--- src/rtl/bsg_axil_to_fifos_tx_buf.sv ---
// AXI-Lite write slave that pushes 32-bit TDR writes into per-channel circular TX buffers
// and turns ISR writes into one-cycle TC-clear pulses.
module bsg_axil_to_fifos_tx_buf #(
    parameter int          num_fifos_p       = 2,
    parameter int          buf_els_p         = 4,
    parameter logic [31:0] base_addr_p       = 32'h0000_1000,
    parameter int          base_addr_width_p = 8,
    parameter int          tc_bit_p          = 27
) (
    input  logic                        clk_i,
    input  logic                        reset_n_i,

    input  logic [31:0]                 awaddr_i,
    input  logic                        awvalid_i,
    output logic                        awready_o,

    input  logic [31:0]                 wdata_i,
    input  logic [3:0]                  wstrb_i,
    input  logic                        wvalid_i,
    output logic                        wready_o,

    output logic [1:0]                  bresp_o,
    output logic                        bvalid_o,
    input  logic                        bready_i,

    output logic [num_fifos_p-1:0][31:0] tx_data_o,
    output logic [num_fifos_p-1:0]      tx_v_o,
    input  logic [num_fifos_p-1:0]      tx_ready_i,

    output logic [num_fifos_p-1:0]      clear_isr_tc_o,
    output logic [1:0]                  debug_state_o
);

    localparam int ptr_w_lp = $clog2(buf_els_p);
    localparam int cnt_w_lp = ptr_w_lp + 1;
    localparam int idx_w_lp = 32 - base_addr_width_p;

    localparam logic [1:0] resp_okay_lp   = 2'b00;
    localparam logic [1:0] resp_slverr_lp = 2'b10;
    localparam logic [1:0] resp_decerr_lp = 2'b11;

    typedef enum logic [1:0] {
        IDLE = 2'd0,
        EXEC = 2'd1,
        RESP = 2'd2
    } state_e;

    state_e                   state_q;
    logic                     aw_held_q, w_held_q;
    logic [31:0]              awaddr_q, wdata_q;
    logic [3:0]               wstrb_q;
    logic [1:0]               bresp_q;
    logic [num_fifos_p-1:0]   clear_q;

    logic                     aw_fire, w_fire;
    logic [idx_w_lp-1:0]      idx;
    logic [base_addr_width_p-1:0] offset;
    logic                     addr_ok, is_tdr, is_isr, strb_ok, tc_req;
    logic [num_fifos_p-1:0]   sel, full, push_v;
    logic                     full_sel, push_en;

    // Every channel is valid/ready: a beat transfers on the rising edge where both
    // valid and ready are high; AW/W are only ready in IDLE until their beat is held,
    // and B holds bvalid with a stable bresp until bready is seen.
    assign awready_o      = (state_q == IDLE) && !aw_held_q;
    assign wready_o       = (state_q == IDLE) && !w_held_q;
    assign bvalid_o       = (state_q == RESP);
    assign bresp_o        = bresp_q;
    assign clear_isr_tc_o = clear_q;
    assign debug_state_o  = state_q;

    assign aw_fire = awvalid_i && awready_o;
    assign w_fire  = wvalid_i && wready_o;

    assign idx     = awaddr_q[31:base_addr_width_p] - base_addr_p[31:base_addr_width_p];
    assign offset  = awaddr_q[base_addr_width_p-1:0];
    assign addr_ok = idx < idx_w_lp'(num_fifos_p);
    assign is_tdr  = offset == '0;
    assign is_isr  = offset == base_addr_width_p'(4);
    assign strb_ok = wstrb_q == 4'hF;
    assign tc_req  = wdata_q[tc_bit_p] && wstrb_q[tc_bit_p/8];

    always_comb begin
        sel = '0;
        for (int i = 0; i < num_fifos_p; i++) begin
            sel[i] = addr_ok && (idx == idx_w_lp'(i));
        end
    end

    assign full_sel = |(full & sel);
    assign push_en  = (state_q == EXEC) && addr_ok && is_tdr && strb_ok && !full_sel;
    assign push_v   = push_en ? sel : '0;

    always_ff @(posedge clk_i) begin
        if (!reset_n_i) begin
            state_q   <= IDLE;
            aw_held_q <= 1'b0;
            w_held_q  <= 1'b0;
            awaddr_q  <= '0;
            wdata_q   <= '0;
            wstrb_q   <= '0;
            bresp_q   <= resp_okay_lp;
            clear_q   <= '0;
        end else begin
            clear_q <= '0;
            case (state_q)
                IDLE: begin
                    if (aw_fire) begin
                        aw_held_q <= 1'b1;
                        awaddr_q  <= awaddr_i;
                    end
                    if (w_fire) begin
                        w_held_q <= 1'b1;
                        wdata_q  <= wdata_i;
                        wstrb_q  <= wstrb_i;
                    end
                    if ((aw_held_q || aw_fire) && (w_held_q || w_fire)) begin
                        state_q <= EXEC;
                    end
                end
                EXEC: begin
                    if (!addr_ok || !(is_tdr || is_isr)) begin
                        bresp_q <= resp_decerr_lp;
                        state_q <= RESP;
                    end else if (is_isr) begin
                        bresp_q <= resp_okay_lp;
                        if (tc_req) begin
                            clear_q <= sel;
                        end
                        state_q <= RESP;
                    end else if (!strb_ok) begin
                        bresp_q <= resp_slverr_lp;
                        state_q <= RESP;
                    end else if (!full_sel) begin
                        // A full TDR target leaves us parked here until a pop frees a slot.
                        bresp_q <= resp_okay_lp;
                        state_q <= RESP;
                    end
                end
                RESP: begin
                    if (bready_i) begin
                        state_q   <= IDLE;
                        aw_held_q <= 1'b0;
                        w_held_q  <= 1'b0;
                    end
                end
                default: state_q <= IDLE;
            endcase
        end
    end

    for (genvar i = 0; i < num_fifos_p; i++) begin : g_ch
        logic [31:0]         mem_q [buf_els_p];
        logic [ptr_w_lp-1:0] wr_ptr_q, rd_ptr_q;
        logic [cnt_w_lp-1:0] cnt_q, cnt_d;
        logic                push, pop;

        assign push = push_v[i];
        assign pop  = tx_v_o[i] && tx_ready_i[i];

        assign full[i]      = cnt_q == cnt_w_lp'(buf_els_p);
        assign tx_v_o[i]    = cnt_q != '0;
        assign tx_data_o[i] = mem_q[rd_ptr_q];

        always_comb begin
            cnt_d = cnt_q;
            case ({push, pop})
                2'b10:   cnt_d = cnt_q + cnt_w_lp'(1);
                2'b01:   cnt_d = cnt_q - cnt_w_lp'(1);
                default: cnt_d = cnt_q;
            endcase
        end

        // Power-of-two depth lets the pointers wrap by natural overflow.
        always_ff @(posedge clk_i) begin
            if (!reset_n_i) begin
                wr_ptr_q <= '0;
                rd_ptr_q <= '0;
                cnt_q    <= '0;
            end else begin
                if (push) wr_ptr_q <= wr_ptr_q + ptr_w_lp'(1);
                if (pop)  rd_ptr_q <= rd_ptr_q + ptr_w_lp'(1);
                cnt_q <= cnt_d;
            end
        end

        always_ff @(posedge clk_i) begin
            if (push) mem_q[wr_ptr_q] <= wdata_q;
        end
    end

endmodule
--- config.mk ---
export PLATFORM = sky130hd
export DESIGN_NAME = bsg_axil_to_fifos_tx_buf
export DESIGN_NICKNAME = d
export VERILOG_FILES = /design/src/rtl/bsg_axil_to_fifos_tx_buf.sv
export SDC_FILE = /design/constraint.sdc
export NUM_CORES = 1
export LEC_CHECK = 0
export BUFFER_PORTS_ARGS = -buffer_cell sky130_fd_sc_hd__clkbuf_2
export CAP_MARGIN = 25
export CORE_ASPECT_RATIO = 0.75
export CORE_MARGIN = 5
export CORE_UTILIZATION = 62
export DETAILED_ROUTE_END_ITERATION = 6
export PLACE_DENSITY = 0.81
export SYNTH_ARGS = -nofsm -noshare
export SYNTH_HDL_FRONTEND = slang
export SYNTH_SLANG_ARGS = --single-unit
--- constraint.sdc ---
create_clock -name clk_i -period 8.47 [get_ports clk_i]
set_input_delay 0.4235 -clock clk_i [delete_from_list [all_inputs] [get_ports clk_i]]
set_output_delay 0.4235 -clock clk_i [all_outputs]
set_load 0.05 [all_outputs]
== Word level (Yosys, flattened, before mapping) ==
Memories as Yosys holds them, arrays and structs flattened. A register that Yosys moved wholly into a read port is not among the register bits.
Cells that the tools add are included.
Word-level totals
  register bits after elaboration: 90
  RAM bits: 256
  word-level logic and storage cells: 114
  memories kept: 2
Memories
  g_ch[0].mem_q: depth 4, width 32, read ports 1, clocked after memory_dff 1, wr ports 1, RTL line 153  | logic [31:0] mem_q [buf_els_p];
  g_ch[1].mem_q: depth 4, width 32, read ports 1, clocked after memory_dff 1, wr ports 1, RTL line 153
Operators by class
  $add $sub $neg: 9
  $lt $le $gt $ge: 1
  equal/unequal tests: 17
  multiplexer cells: 27
  bitwise gates (word level): 5
  reduce and logical (&&, ||, !) cells: 39
Operators with widths (count)
  2-bit two-way mux: 15
  24-bit by 1-bit equality test with 1-bit output (second input constant): 1
  24-bit logical NOT: 1
  24-bit by 2-bit < comparator with 1-bit output (second input constant): 1
  24-bit by 5-bit subtractor with 24-bit output (second input constant): 1
  1-bit logical AND: 14
  3-bit case mux with 2 select lines: 2
  3-bit AND reduction: 3
  2-bit by 1-bit adder with 2-bit output (second input constant): 4
  8-bit by 3-bit equality test with 1-bit output (second input constant): 1
  8-bit logical NOT: 1
  1-bit two-way mux: 7
  3-bit by 1-bit adder with 3-bit output (second input constant): 2
  2-bit by 1-bit equality test with 1-bit output (second input constant): 3
  2-bit equality test (second input constant): 3
  3-bit equality test (second input constant): 2
  2-bit case mux with 3 select lines: 1
  2-bit AND reduction: 3
  2-bit nonzero test: 3
  3-bit nonzero test: 2
  3-bit by 1-bit subtractor with 3-bit output (second input constant): 2
  1-bit logical NOT: 5
  5-bit by 4-bit inequality test with 1-bit output (second input constant): 1
  5-bit OR reduction: 1
  other kinds (10): 19

== Depth between registers and ports, before layout ==
Gate-level depths: netlist of run 1.
  depth in word-level cells: 10
  depth in mapped cells: 11

== Worst setup path before layout of run 1 ==
No wires, ideal clock.
  path type: flip-flop to flip-flop
  start: reg awaddr_q[23]
  end: mem g_ch[0].mem_q[0][0] (enable)
  library setup time: 0.392 ns
  arrival: 2.810 ns
  required time: 8.078 ns
  path slack: 5.268 ns
  cell stages (with the launch flop): 6
  path buffers: 1
  clock period less this slack: 3.202 ns
  path through: dfxtp_1 -> or4_4 -> or4_4 -> a2111oi_4 -> clkbuf_2 -> and3_1
Between the ends
  longest elaborated chain between the ends: 10
RTL lines
  start, declared: RTL line 50  | logic [31:0] awaddr_q, wdata_q;
  start signal, assigned: RTL line 110  | awaddr_q <= awaddr_i;
  24-bit by 5-bit subtractor with 24-bit output (*): RTL line 75  | assign idx = awaddr_q[31:base_addr_width_p] - base_addr_p[31:base_addr_width_p];
  24-bit by 2-bit < comparator with 1-bit output (tied with other cells): RTL line 77  | assign addr_ok = idx < idx_w_lp'(num_fifos_p);
  1-bit logical AND: RTL line 86  | sel[i] = addr_ok && (idx == idx_w_lp'(i));
  2-bit AND: RTL line 90  | assign full_sel = |(full & sel);
  2-bit OR reduction: RTL line 90
  1-bit logical NOT
  1-bit logical AND: RTL line 91  | assign push_en = (state_q == EXEC) && addr_ok && is_tdr && strb_ok && !full_sel;
  2-bit two-way mux (*): RTL line 92  | assign push_v = push_en ? sel : '0;
  1-bit two-way mux (*): RTL line 188  | if (push) mem_q[wr_ptr_q] <= wdata_q;
  1-bit two-way mux (implied by the code) (*): RTL line 188
  end, declared: RTL line 153
Every way passes the cells marked *; elsewhere a longest branch is shown, timed or not.

== Final worst setup path of run 1 ==
  start: reg awaddr_q[23]
  end: mem g_ch[1].mem_q[0][6] (enable)
Between the ends
  longest elaborated chain between the ends: 10
RTL lines (RTL line)
  24-bit by 5-bit subtractor with 24-bit output (*): 75
  24-bit by 2-bit < comparator with 1-bit output (tied with other cells): 77
  1-bit logical AND: 86
  2-bit AND: 90
  2-bit OR reduction: 90
  1-bit logical NOT
  1-bit logical AND: 91
  2-bit two-way mux (*): 92
  1-bit two-way mux (*): 188
  1-bit two-way mux (implied by the code) (*): 188
  end, declared: 153
Marked as above.

==> metrics.log, run 1 <==
INFO  metric status = complete, no violations
INFO  metric cts_tree = done
INFO  metric post_synth_inst_count = 807
INFO  metric slew_viol_final = 0
INFO  metric grt_pass1_wl = 43,400 µm
INFO  metric setup-tns-final = 0 ns
INFO  metric synth_sequential_area_ratio = 73.7%
INFO  metric num_io_pins = 150
INFO  metric drt_pass1_iterations = 5
INFO  metric path_clk_slew = 0.06 ns
INFO  metric cpLargestDelayFamily = simple AND/OR/NAND/NOR gates
INFO  metric postCtsHoldBufs = 0
INFO  metric synthTopCellsByCount = 256 x edfxtp_1, 144 x nand2_1, 94 x dfxtp_1
INFO  metric cp_num_buf_inv = 0
INFO  metric core-area = 20,400 µm²
INFO  metric ant_nets = 0
INFO  metric synthesis.yosys.warnings = 0
INFO  metric std_cell_rows = 45
INFO  metric static-leakage-power = 5.19 nW
INFO  metric antenna-diode-count = 0
INFO  metric number_of_setup_violations_in_the_final_report = 0
INFO  metric proportion_of_power_drawn_by_the_clock_network = 40.0%
INFO  metric p_seq_share = 55.9%
INFO  metric worst_pin_slew = 1.02 ns
INFO  metric final.period_utilization = 40.7%
INFO  metric remaining_drcs = 0
INFO  metric hold_path_class = in2reg
INFO  metric initial_core_util = 63.5%
INFO  metric timing.critical_path.required = 8.63 ns
INFO  metric gp_routability_congestion = 0.786
INFO  metric numClockSinks = 350
INFO  metric power_switching_share = 21.0%
INFO  metric final_period_minus_worst_setup_slack = 3.45 ns
INFO  metric yosysTopAreaCell = edfxtp_1
INFO  metric max_cap_viol_count = 0
INFO  metric worstSetupStartpointType = register
INFO  metric post_cts_resized = 0
INFO  metric buffer_ports.inserted = 149
INFO  metric synth_top_cells_by_area = edfxtp_1 59%, dfxtp_1 15%, mux4_2 11%
INFO  metric die_h = 135 µm
INFO  metric area.growth.synth_to_final = 15.5%
INFO  metric rsz_0062_raised_after_global_routing = no
INFO  metric dp_cells = 1,203
INFO  metric synthesis.area = 13,000 µm²
INFO  metric pin_count_of_the_biggest_net_entering_global_routing = 48
INFO  metric design.die.area = 24,000 µm²
INFO  metric timing.max_slew.rel_slack = 31.6%
INFO  metric timing.critical_path.mode_cell = or4_4
INFO  metric synth_top_cell_area_share = 59.2%
INFO  metric layout_cell_share_with_drive_strength_beyond_1 = 28.8%
INFO  metric syn_area_per_cell = 16.1 µm²
INFO  metric power.total = 3.42 mW
INFO  metric max_stage_delay = 0.94 ns
INFO  metric path_class = reg2reg
INFO  metric vias = 7,470
INFO  metric p_per_area = 229 nW/µm²
INFO  metric cts_buffer_depth = 3
INFO  metric detailedPlacementHpwl = 16,800 µm
INFO  metric worstSkewPairLatency = 0.54 ns
INFO  metric avgRoutedWirePerCell = 22.3 µm
INFO  metric synth_edf_count = 256
INFO  metric synthDistinctLibCells = 42
INFO  metric worst_ir_drop_vdd = 129 µV
INFO  metric timing.reg2reg.setup_slack = 5.02 ns
INFO  metric grt_use_total = 23.8%
INFO  metric detail_route.vias_per_cell = 5.93
INFO  metric synth_ff_type = edfxtp_1
INFO  metric globalRoute.totalOverflow = 0
INFO  metric clock-root-buffer = clkbuf_16
INFO  metric path_cells = or4_4 -> or4_4 -> a2111oi_4 -> and3_2
INFO  metric critical_path_arrival = 3.61 ns
INFO  metric stdcell_count = 1,260
INFO  metric critical_path.endpoint_type = register
INFO  metric p_int = 2.71 mW
INFO  metric worstPathMaxFanout = 32
INFO  metric cts_post_setup_buffers_inserted = 0
INFO  metric grt_antenna_before_repair = 0
INFO  metric switching_power = 0.719 mW
INFO  metric synth.most_common_cell = edfxtp_1
INFO  metric cts-htree-levels = 1
INFO  metric nNetsFinal = 1,041
INFO  metric ys_async_sr_fraction = 0%
INFO  metric number_of_global_route_vias_before_repair = 7,677
INFO  metric die-width = 177 µm
INFO  metric synth_nets = 894
INFO  metric finClkSkew = 0.00761 ns
INFO  metric comb_pwr_share = 4.1%
INFO  metric cts_inserted_buffers = 30
INFO  metric synth.ff_latch_count = 350
INFO  metric maxClockFrequency = 290 MHz
INFO  metric report.final.hold_viol_count = 0
INFO  metric cell_with_the_biggest_individual_delay_on_the_critical_path = and3_2
INFO  metric drtIter0Drc = 818
INFO  metric wirelength = 28,100 µm
[cells by family (layout without fill, tap and decap cells)]
logic type,after synthesis,in the layout,synth area share (%)
buf+inv,52,223,1.51
simple gates,217,217,7.27
mux,66,66,11.3
xor+xnor,9,9,0.607
fa+ha+maj,12,12,1.27
compound gates,101,101,4.33
flops,350,350,73.7
[power by group through the flow]
stage	clock network, mW	logic [mW]	registers (mW)
6_report	1.37	0.142	1.91
5_1_grt	1.46	0.157	1.92
4_1_cts	1.38	0.140	1.91
3_5_place_dp	0	0.138	1.95
3_3_place_gp	0	0.133	1.95
2_1_floorplan	0	0.0891	1.94
[path summary, 6_finish.rpt]
| check | endpoint | cells after the start | from |
|---|---|---|---|
| worst min-delay path | awaddr_q[30] | 3 | awaddr_i[30] |
| worst max register to register | g_ch[1].mem_q[0][6] | 4 | awaddr_q[23] |
| worst max-delay path | g_ch[1].mem_q[0][6] | 4 | awaddr_q[23] |
| worst min register to register | awaddr_q[18] | 2 | awaddr_q[18] |
[per-layer routing]
metal	wire length (µm)	track usage, %	vias up
met1	11700	34.1	3753
met4	892	7.47	0
met2	13800	39.0	320
li1	-	-	3332
met3	1650	3.24	65
met5	0	0	-
[sequential cells by signal, indices dropped and copies added (netlist names), named ones only]
register and flops:
g_ch.mem_q 256, awaddr_q 32, wdata_q 32, g_ch.cnt_q 6
g_ch.rd_ptr_q 4, g_ch.wr_ptr_q 4, wstrb_q 4, bresp_o 2
clear_isr_tc_o 2, debug_state_o 2, aw_held_q 1, w_held_q 1
[cell usage in the layout (no fill, tap or decap), types with 3 or more instances in the layout]
cell	netlist	final
xor2_1	6	6
mux4_2	64	64
clkbuf_4	0	3
clkinv_1	0	4
nor2b_1	4	4
inv_1	13	13
nor2_1	23	23
nor4_1	3	3
nand3_1	6	6
nand2_1	144	143
and2_1	4	3
clkbuf_8	0	3
clkbuf_16	0	32
edfxtp_1	256	256
or3_1	7	7
o21ai_0	9	9
clkbuf_1	27	6
ha_1	10	10
and3_2	0	8
clkinv_2	0	3
a21oi_1	81	81
xnor2_1	3	3
dfxtp_2	0	4
nor3_1	6	6
clkbuf_2	1	149
nand4_1	5	5
buf_4	0	3
dfxtp_1	94	90
[worst register-to-register path, stage by stage (launching register included)]
cell and delay [ns]:
dfxtp_1 0.33, or4_4 0.54, or4_4 0.53, a2111oi_4 0.70, and3_2 0.95
[stage by stage]
step	util (%)	instance area (µm²)	worst slack, ns	hold slack (ns)
after floorplan	-	13000	5.27	0.432
after global placement	68.4	14000	5.17	0.440
after detailed placement	68.4	14000	5.07	0.443
after CTS	73.2	15000	5.04	0.0813
after global routing	73.3	15000	4.93	0.0959
final	73.3	15000	5.02	0.102
[final cells by class]
class	count	area, µm²
clock buffers	44	887
clock inverters	12	110
fillers	1228	5450
inverters	14	52.6
multi-input cells	405	3230
flip-flops and latches	350	9570
well taps	282	353
repair buffers	153	783
(Power assumes the default switching activity.)
==> run 2, diff against run 1 <==
--- a/config.mk
+++ b/config.mk
@@ -9,9 +9,9 @@
 export CAP_MARGIN = 25
 export CORE_ASPECT_RATIO = 0.75
 export CORE_MARGIN = 5
-export CORE_UTILIZATION = 62
+export CORE_UTILIZATION = 58
 export DETAILED_ROUTE_END_ITERATION = 6
-export PLACE_DENSITY = 0.81
+export PLACE_DENSITY = 0.76
 export SYNTH_ARGS = -nofsm -noshare
 export SYNTH_HDL_FRONTEND = slang
 export SYNTH_SLANG_ARGS = --single-unit
==> constraint.sdc (replaced) <==
create_clock -name clk_i -period 3.55 [get_ports clk_i]
set_input_delay 0.1775 -clock clk_i [delete_from_list [all_inputs] [get_ports clk_i]]
set_output_delay 0.1775 -clock clk_i [all_outputs]
set_load 0.05 [all_outputs]
==> metrics.log, run 2 (synthesized netlist as in run 1, its figures left out) <==
INFO  metric status = complete, no violations
INFO  metric core-area = 22,100 µm²
INFO  metric critical_path_arrival = 3.75 ns
INFO  metric design.die.area = 25,500 µm²
INFO  metric worstSetupPathDepth = 6
INFO  metric fin_area = 16,000 µm²
INFO  metric finClkSkew = 0.0189 ns
INFO  metric initial_core_util = 58.8%
INFO  metric number_of_setup_violations_in_the_final_report = 0
INFO  metric avgRoutedWirePerCell = 22.1 µm
INFO  metric globalRoute.totalOverflow = 0
INFO  metric worst_hold_startpoint = wvalid_i
INFO  metric std_cell_rows = 47
INFO  metric switching_power = 1.80 mW
INFO  metric reg2reg_from = awaddr_q[12]
INFO  metric power_switching_share = 21.1%
INFO  metric drt_pass1_iterations = 5
INFO  metric worstPathMaxFanout = 5
INFO  metric max_stage_delay = 0.71 ns
INFO  metric stdcell_count = 1,362
INFO  metric grt_use_total = 23.7%
INFO  metric number_of_global_route_vias_before_repair = 8,013
INFO  metric gp_routability_congestion = 0.775
INFO  metric crit_path_end = debug_state_o[1]
INFO  metric wirelength = 30,100 µm
INFO  metric cts_tree = done
INFO  metric static-leakage-power = 5.63 nW
INFO  metric worst_ir_drop_vdd = 350 µV
INFO  metric remaining_drcs = 0
INFO  metric dp_cells = 1,230
INFO  metric buffer_ports.inserted = 149
INFO  metric worstSkewPairLatency = 0.57 ns
INFO  metric comb_pwr_share = 4.9%
INFO  metric most-common-layout-cells = 256 x edfxtp_1, 149 x clkbuf_2, 143 x nand2_1
INFO  metric cts-htree-levels = 1
INFO  metric detail_route.vias_per_cell = 5.74
INFO  metric worstSetupStartpointType = register
INFO  metric drtIter0Drc = 700
INFO  metric postCtsHoldBufs = 72
INFO  metric num_io_pins = 150
INFO  metric slew_viol_final = 0
INFO  metric grt_antenna_before_repair = 1
INFO  metric p_seq_share = 53.7%
INFO  metric timing.max_slew.rel_slack = 30.4%
INFO  metric vias = 7,824
INFO  metric hold_path_class = in2reg
INFO  metric die-width = 183 µm
INFO  metric proportion_of_power_drawn_by_the_clock_network = 41.4%
INFO  metric p_int = 6.71 mW
INFO  metric layout.cells.most_common = edfxtp_1
INFO  metric grt_pass1_wl = 46,600 µm
INFO  metric timing.reg2reg.setup_slack = 0.26 ns
INFO  metric layout_cell_share_with_drive_strength_beyond_1 = 28.0%
INFO  metric cts_inserted_buffers = 31
INFO  metric layout_top_registers = g_ch.mem_q: 256 flops, awaddr_q: 32 flops, wdata_q: 32 flops
INFO  metric maxClockFrequency = 304 MHz
INFO  metric clock-root-buffer = clkbuf_16
INFO  metric final_period_minus_worst_setup_slack = 3.29 ns
INFO  metric rr_endpoint = debug_state_o[1]
INFO  metric setup-tns-final = 0 ns
INFO  metric top_reg_by_flops = g_ch.mem_q
INFO  metric ant_nets = 0
INFO  metric timing.critical_path.required = 4.00 ns
INFO  metric cp_num_buf_inv = 1
INFO  metric path_cells = or4_1 -> or4_4 -> a2111oi_0 -> a311oi_1 -> o21a_1 -> dlygate4sd3_1
INFO  metric p_per_area = 532 nW/µm²
INFO  metric area.growth.synth_to_final = 23.2%
INFO  metric max_cap_viol_count = 0
INFO  metric rsz_0062_raised_after_global_routing = no
INFO  metric die_h = 140 µm
INFO  metric worst_hold_path_cells = 3
INFO  metric ff2ff_path_depth = 6
INFO  metric cts_post_setup_buffers_inserted = 0
INFO  metric post_cts_resized = 0
INFO  metric largest_register_ffs = 256
INFO  metric nNetsFinal = 1,129
INFO  metric numClockSinks = 350
INFO  metric placed_area = 14,200 µm²
INFO  metric timing.critical_path.from = awaddr_q[12]
INFO  metric cts_buffer_depth = 3
INFO  metric cell_with_the_biggest_individual_delay_on_the_critical_path = a2111oi_0
INFO  metric path_class = reg2reg
INFO  metric worst_pin_slew = 1.04 ns
INFO  metric path_clk_slew = 0.07 ns
INFO  metric report.final.hold_viol_count = 0
INFO  metric critical_path.endpoint_type = register
INFO  metric pin_count_of_the_biggest_net_entering_global_routing = 46
INFO  metric detailedPlacementHpwl = 17,400 µm
INFO  metric final.period_utilization = 92.8%
INFO  metric cpLargestDelayFamily = compound AO/OA/AOI/OAI gates
run 2: changes by cell type in the layout (fill, tap and decap cells not counted), moves of 2 or more:
cell           delta
clkbuf_4          -3
bufinv_16         +3
buf_4            +10
dlygate4sd3_1    +72
buf_12            +5
clkbuf_8          +2
run 2: worst min-delay path by stage:
stage	to	slack [ns]
6_report	debug_state_o[0]	0.06
5_1_grt	debug_state_o[0]	0.07
4_1_cts	debug_state_o[0]	0.002
3_5_place_dp	wdata_q[13]	0.41
3_3_place_gp	wdata_q[15]	0.40
2_1_floorplan	debug_state_o[1]	0.30
run 2: metal layers:
metal	vias up	global-route usage, %	wire length, µm
met5	-	0	0
li1	3515	-	-
met1	3931	34.0	12600
met3	56	3.44	1960
met4	0	5.84	679
met2	322	39.2	14900
run 2: through the flow:
step	setup WS, ns	utilization, %	power (mW)	hold slack, ns
3_3_place_gp	0.513	64.2	4.97	0.399
5_1_grt	0.190	72.5	8.78	0.0660
6_report	0.256	72.5	8.51	0.0589
4_1_cts	0.352	72.4	8.52	0.00212
2_1_floorplan	0.348	-	4.84	0.295
3_5_place_dp	0.448	64.2	4.99	0.407
run 2: area by class of cell:
cell class	instances	area, µm²
Antenna cell	1	2.50
Clock inverter	17	216
Tap cell	294	368
Sequential cell	350	9570
Timing Repair Buffer	240	1690
Inverter	14	52.6
Multi-Input combinational cell	405	3230
Clock buffer	41	863
Fill cell	1325	6060
run 2: power groups by stage:
stage          registers, mW  clock network, mW  logic, mW
6_report                4.57               3.52      0.416
5_1_grt                 4.58               3.74      0.454
4_1_cts                 4.57               3.56      0.397
3_5_place_dp            4.66                  0      0.332
3_3_place_gp            4.65                  0      0.322
2_1_floorplan           4.63                  0      0.213
run 2: worst register-to-register path: stages, from the launching register on:
cell,delay [ns]
dfxtp_1,0.34
or4_1,0.60
or4_4,0.48
a2111oi_0,0.71
a311oi_1,0.25
o21a_1,0.25
dlygate4sd3_1,0.55
==> run 3, diff against run 2 <==
==> constraint.sdc (replaced) <==
create_clock -name clk_i -period 3.2 [get_ports clk_i]
set_input_delay 0.16 -clock clk_i [delete_from_list [all_inputs] [get_ports clk_i]]
set_output_delay 0.16 -clock clk_i [all_outputs]
set_load 0.05 [all_outputs]
==> metrics.log, run 3 (synthesized netlist as in run 1, its figures left out) <==
INFO  metric vias = 7,865
INFO  metric timing.reg2reg.setup_slack = 0.12 ns
INFO  metric report.final.hold_viol_count = 0
INFO  metric globalRoute.totalOverflow = 0
INFO  metric cts-htree-levels = 1
INFO  metric dp_slack = 0.0622 ns
INFO  metric number_of_global_route_vias_before_repair = 8,056
INFO  metric max_cap_viol_count = 0
INFO  metric cts_buffer_depth = 3
INFO  metric slew_viol_final = 0
INFO  metric top_reg_by_flops = g_ch.mem_q
INFO  metric rr_endpoint = g_ch[1].mem_q[3][5]
INFO  metric area.growth.synth_to_final = 23.4%
INFO  metric setup-tns-final = 0 ns
INFO  metric filler_cell_count = 1,343
INFO  metric grt_pass1_wl = 45,600 µm
INFO  metric critical_path.endpoint_type = register
INFO  metric ant_nets = 0
INFO  metric finClkSkew = 0.0129 ns
INFO  metric worst_hold_path_cells = 4
INFO  metric design.die.area = 25,500 µm²
INFO  metric detailedPlacementHpwl = 17,300 µm
INFO  metric cts_inserted_buffers = 31
INFO  metric std_cell_rows = 47
INFO  metric final.setup.worst_slack = 0.118 ns
INFO  metric layout_top_registers = g_ch.mem_q: 256 flops, awaddr_q: 32 flops, wdata_q: 32 flops
INFO  metric cpLargestDelayFamily = simple AND/OR/NAND/NOR gates
INFO  metric layout_cell_share_with_drive_strength_beyond_1 = 29.1%
INFO  metric remaining_drcs = 0
INFO  metric grt_use_total = 23.1%
INFO  metric timing.critical_path.required = 3.45 ns
INFO  metric drtIter0Drc = 783
INFO  metric static-leakage-power = 5.64 nW
INFO  metric rsz_0062_raised_after_global_routing = no
INFO  metric ff2ff_path_depth = 6
INFO  metric worstHoldEndpoint = g_ch[1].rd_ptr_q[0]
INFO  metric number_of_setup_violations_in_the_final_report = 0
INFO  metric detail_route.vias_per_cell = 5.74
INFO  metric final_period_minus_worst_setup_slack = 3.08 ns
INFO  metric path_clk_slew = 0.07 ns
INFO  metric pin_count_of_the_biggest_net_entering_global_routing = 45
INFO  metric core-area = 22,100 µm²
INFO  metric worstSetupStartpointType = register
INFO  metric status = complete, no violations
INFO  metric initial_core_util = 58.8%
INFO  metric max_stage_delay = 0.55 ns
INFO  metric path_class = reg2reg
INFO  metric worst_ir_drop_vdd = 548 µV
INFO  metric largest_register_ffs = 256
INFO  metric buffer_ports.inserted = 149
INFO  metric path_cells = or4_4 -> or4_4 -> buf_4 -> a2111oi_4 -> and3_2 -> buf_4
INFO  metric worst_hold_startpoint = tx_ready_i[1]
INFO  metric maxClockFrequency = 324 MHz
INFO  metric gp_routability_congestion = 0.772
INFO  metric reg2reg_from = awaddr_q[12]
INFO  metric critical_path_arrival = 3.33 ns
INFO  metric cell_with_the_biggest_individual_delay_on_the_critical_path = or4_4
INFO  metric final.period_utilization = 96.3%
INFO  metric drt_pass1_iterations = 5
INFO  metric layout.cells.most_common = edfxtp_1
INFO  metric numClockSinks = 350
INFO  metric hold_path_class = in2reg
INFO  metric p_per_area = 567 nW/µm²
INFO  metric wirelength = 29,200 µm
INFO  metric worst_pin_slew = 0.960 ns
INFO  metric cts_tree = done
INFO  metric grt_antenna_before_repair = 0
INFO  metric avgRoutedWirePerCell = 21.3 µm
INFO  metric antenna-diode-count = 0
INFO  metric most-common-layout-cells = 256 x edfxtp_1, 149 x clkbuf_2, 143 x nand2_1
INFO  metric clock-root-buffer = clkbuf_16
INFO  metric nNetsFinal = 1,141
INFO  metric worstSkewPairLatency = 0.55 ns
INFO  metric worstPathMaxFanout = 9
INFO  metric die_h = 140 µm
INFO  metric cp_num_buf_inv = 2
INFO  metric die-width = 183 µm
INFO  metric num_io_pins = 150
INFO  metric timing.max_slew.rel_slack = 36.0%
[run 3: worst max path at each step]
| stage | startpoint | end | slack, ns | cells past startpoint |
|---|---|---|---|---|
| after floorplan | awaddr_q[23] | g_ch[0].cnt_q[2] | 0.28 | 11 |
| final | awaddr_q[12] | g_ch[1].mem_q[3][5] | 0.12 | 6 |
| after detailed placement | awaddr_q[23] | g_ch[0].cnt_q[2] | 0.06 | 11 |
| after CTS | awaddr_q[23] | g_ch[0].cnt_q[2] | 0.02 | 11 |
| after global routing | awaddr_q[12] | g_ch[1].cnt_q[2] | 0.02 | 11 |
| after global placement | awaddr_q[23] | g_ch[1].cnt_q[2] | 0.15 | 11 |
[run 3: per-stage QoR]
stage	cells	hold WS, ns	power [mW]	util, %	cell area [µm²]
floorplan	807	0.278	5.37	-	13000
global placement	1238	0.383	5.53	64.6	14200
detailed placement	1238	0.387	5.54	64.6	14200
CTS	1368	0.0520	9.10	72.3	15900
global route	1371	0.142	9.39	72.6	16000
finish	1371	0.0754	9.07	72.6	16000
[run 3: worst register-to-register path, cell delays in order (launching register included)]
cell	delay, ns
dfxtp_2	0.34
or4_4	0.55
or4_4	0.51
buf_4	0.16
a2111oi_4	0.53
and3_2	0.46
buf_4	0.25
[run 3: layer usage]
metal  up-vias  global-route usage, %  wire, µm
li1       3539                      -         -
met3        55                   3.68      1910
met5         -                      0         0
met1      3948                   33.7     12300
met4         0                   5.25       650
met2       323                   37.4     14300
[run 3: cell type report]
type / instances / area (µm²) / area share, %
Sequential cell: 350 / 9580 / 59.8
Tap cell: 294 / 368 / 2.30
Clock buffer: 40 / 830 / 5.18
Clock inverter: 16 / 126 / 0.789
Inverter: 14 / 52.6 / 0.328
Multi-Input combinational cell: 405 / 3250 / 20.3
Timing Repair Buffer: 252 / 1810 / 11.3
[run 3: where the power goes]
part	leakage (nW)	internal (mW)	total, mW	switching (mW)
Combinational	2.02	0.206	0.483	0.278
Clock	0.470	1.98	3.52	1.54
Sequential	3.15	4.96	5.07	0.112
Total	5.64	7.14	9.07	1.93
[run 3: timing repair]
action,4_1_cts,5_1_grt
setup endpoints to repair,1,5
setup buffers,1,2
hold buffers,73,0
endpoints found under the hold margin,75,0
gates resized for setup,0,9
pin swaps,1,4
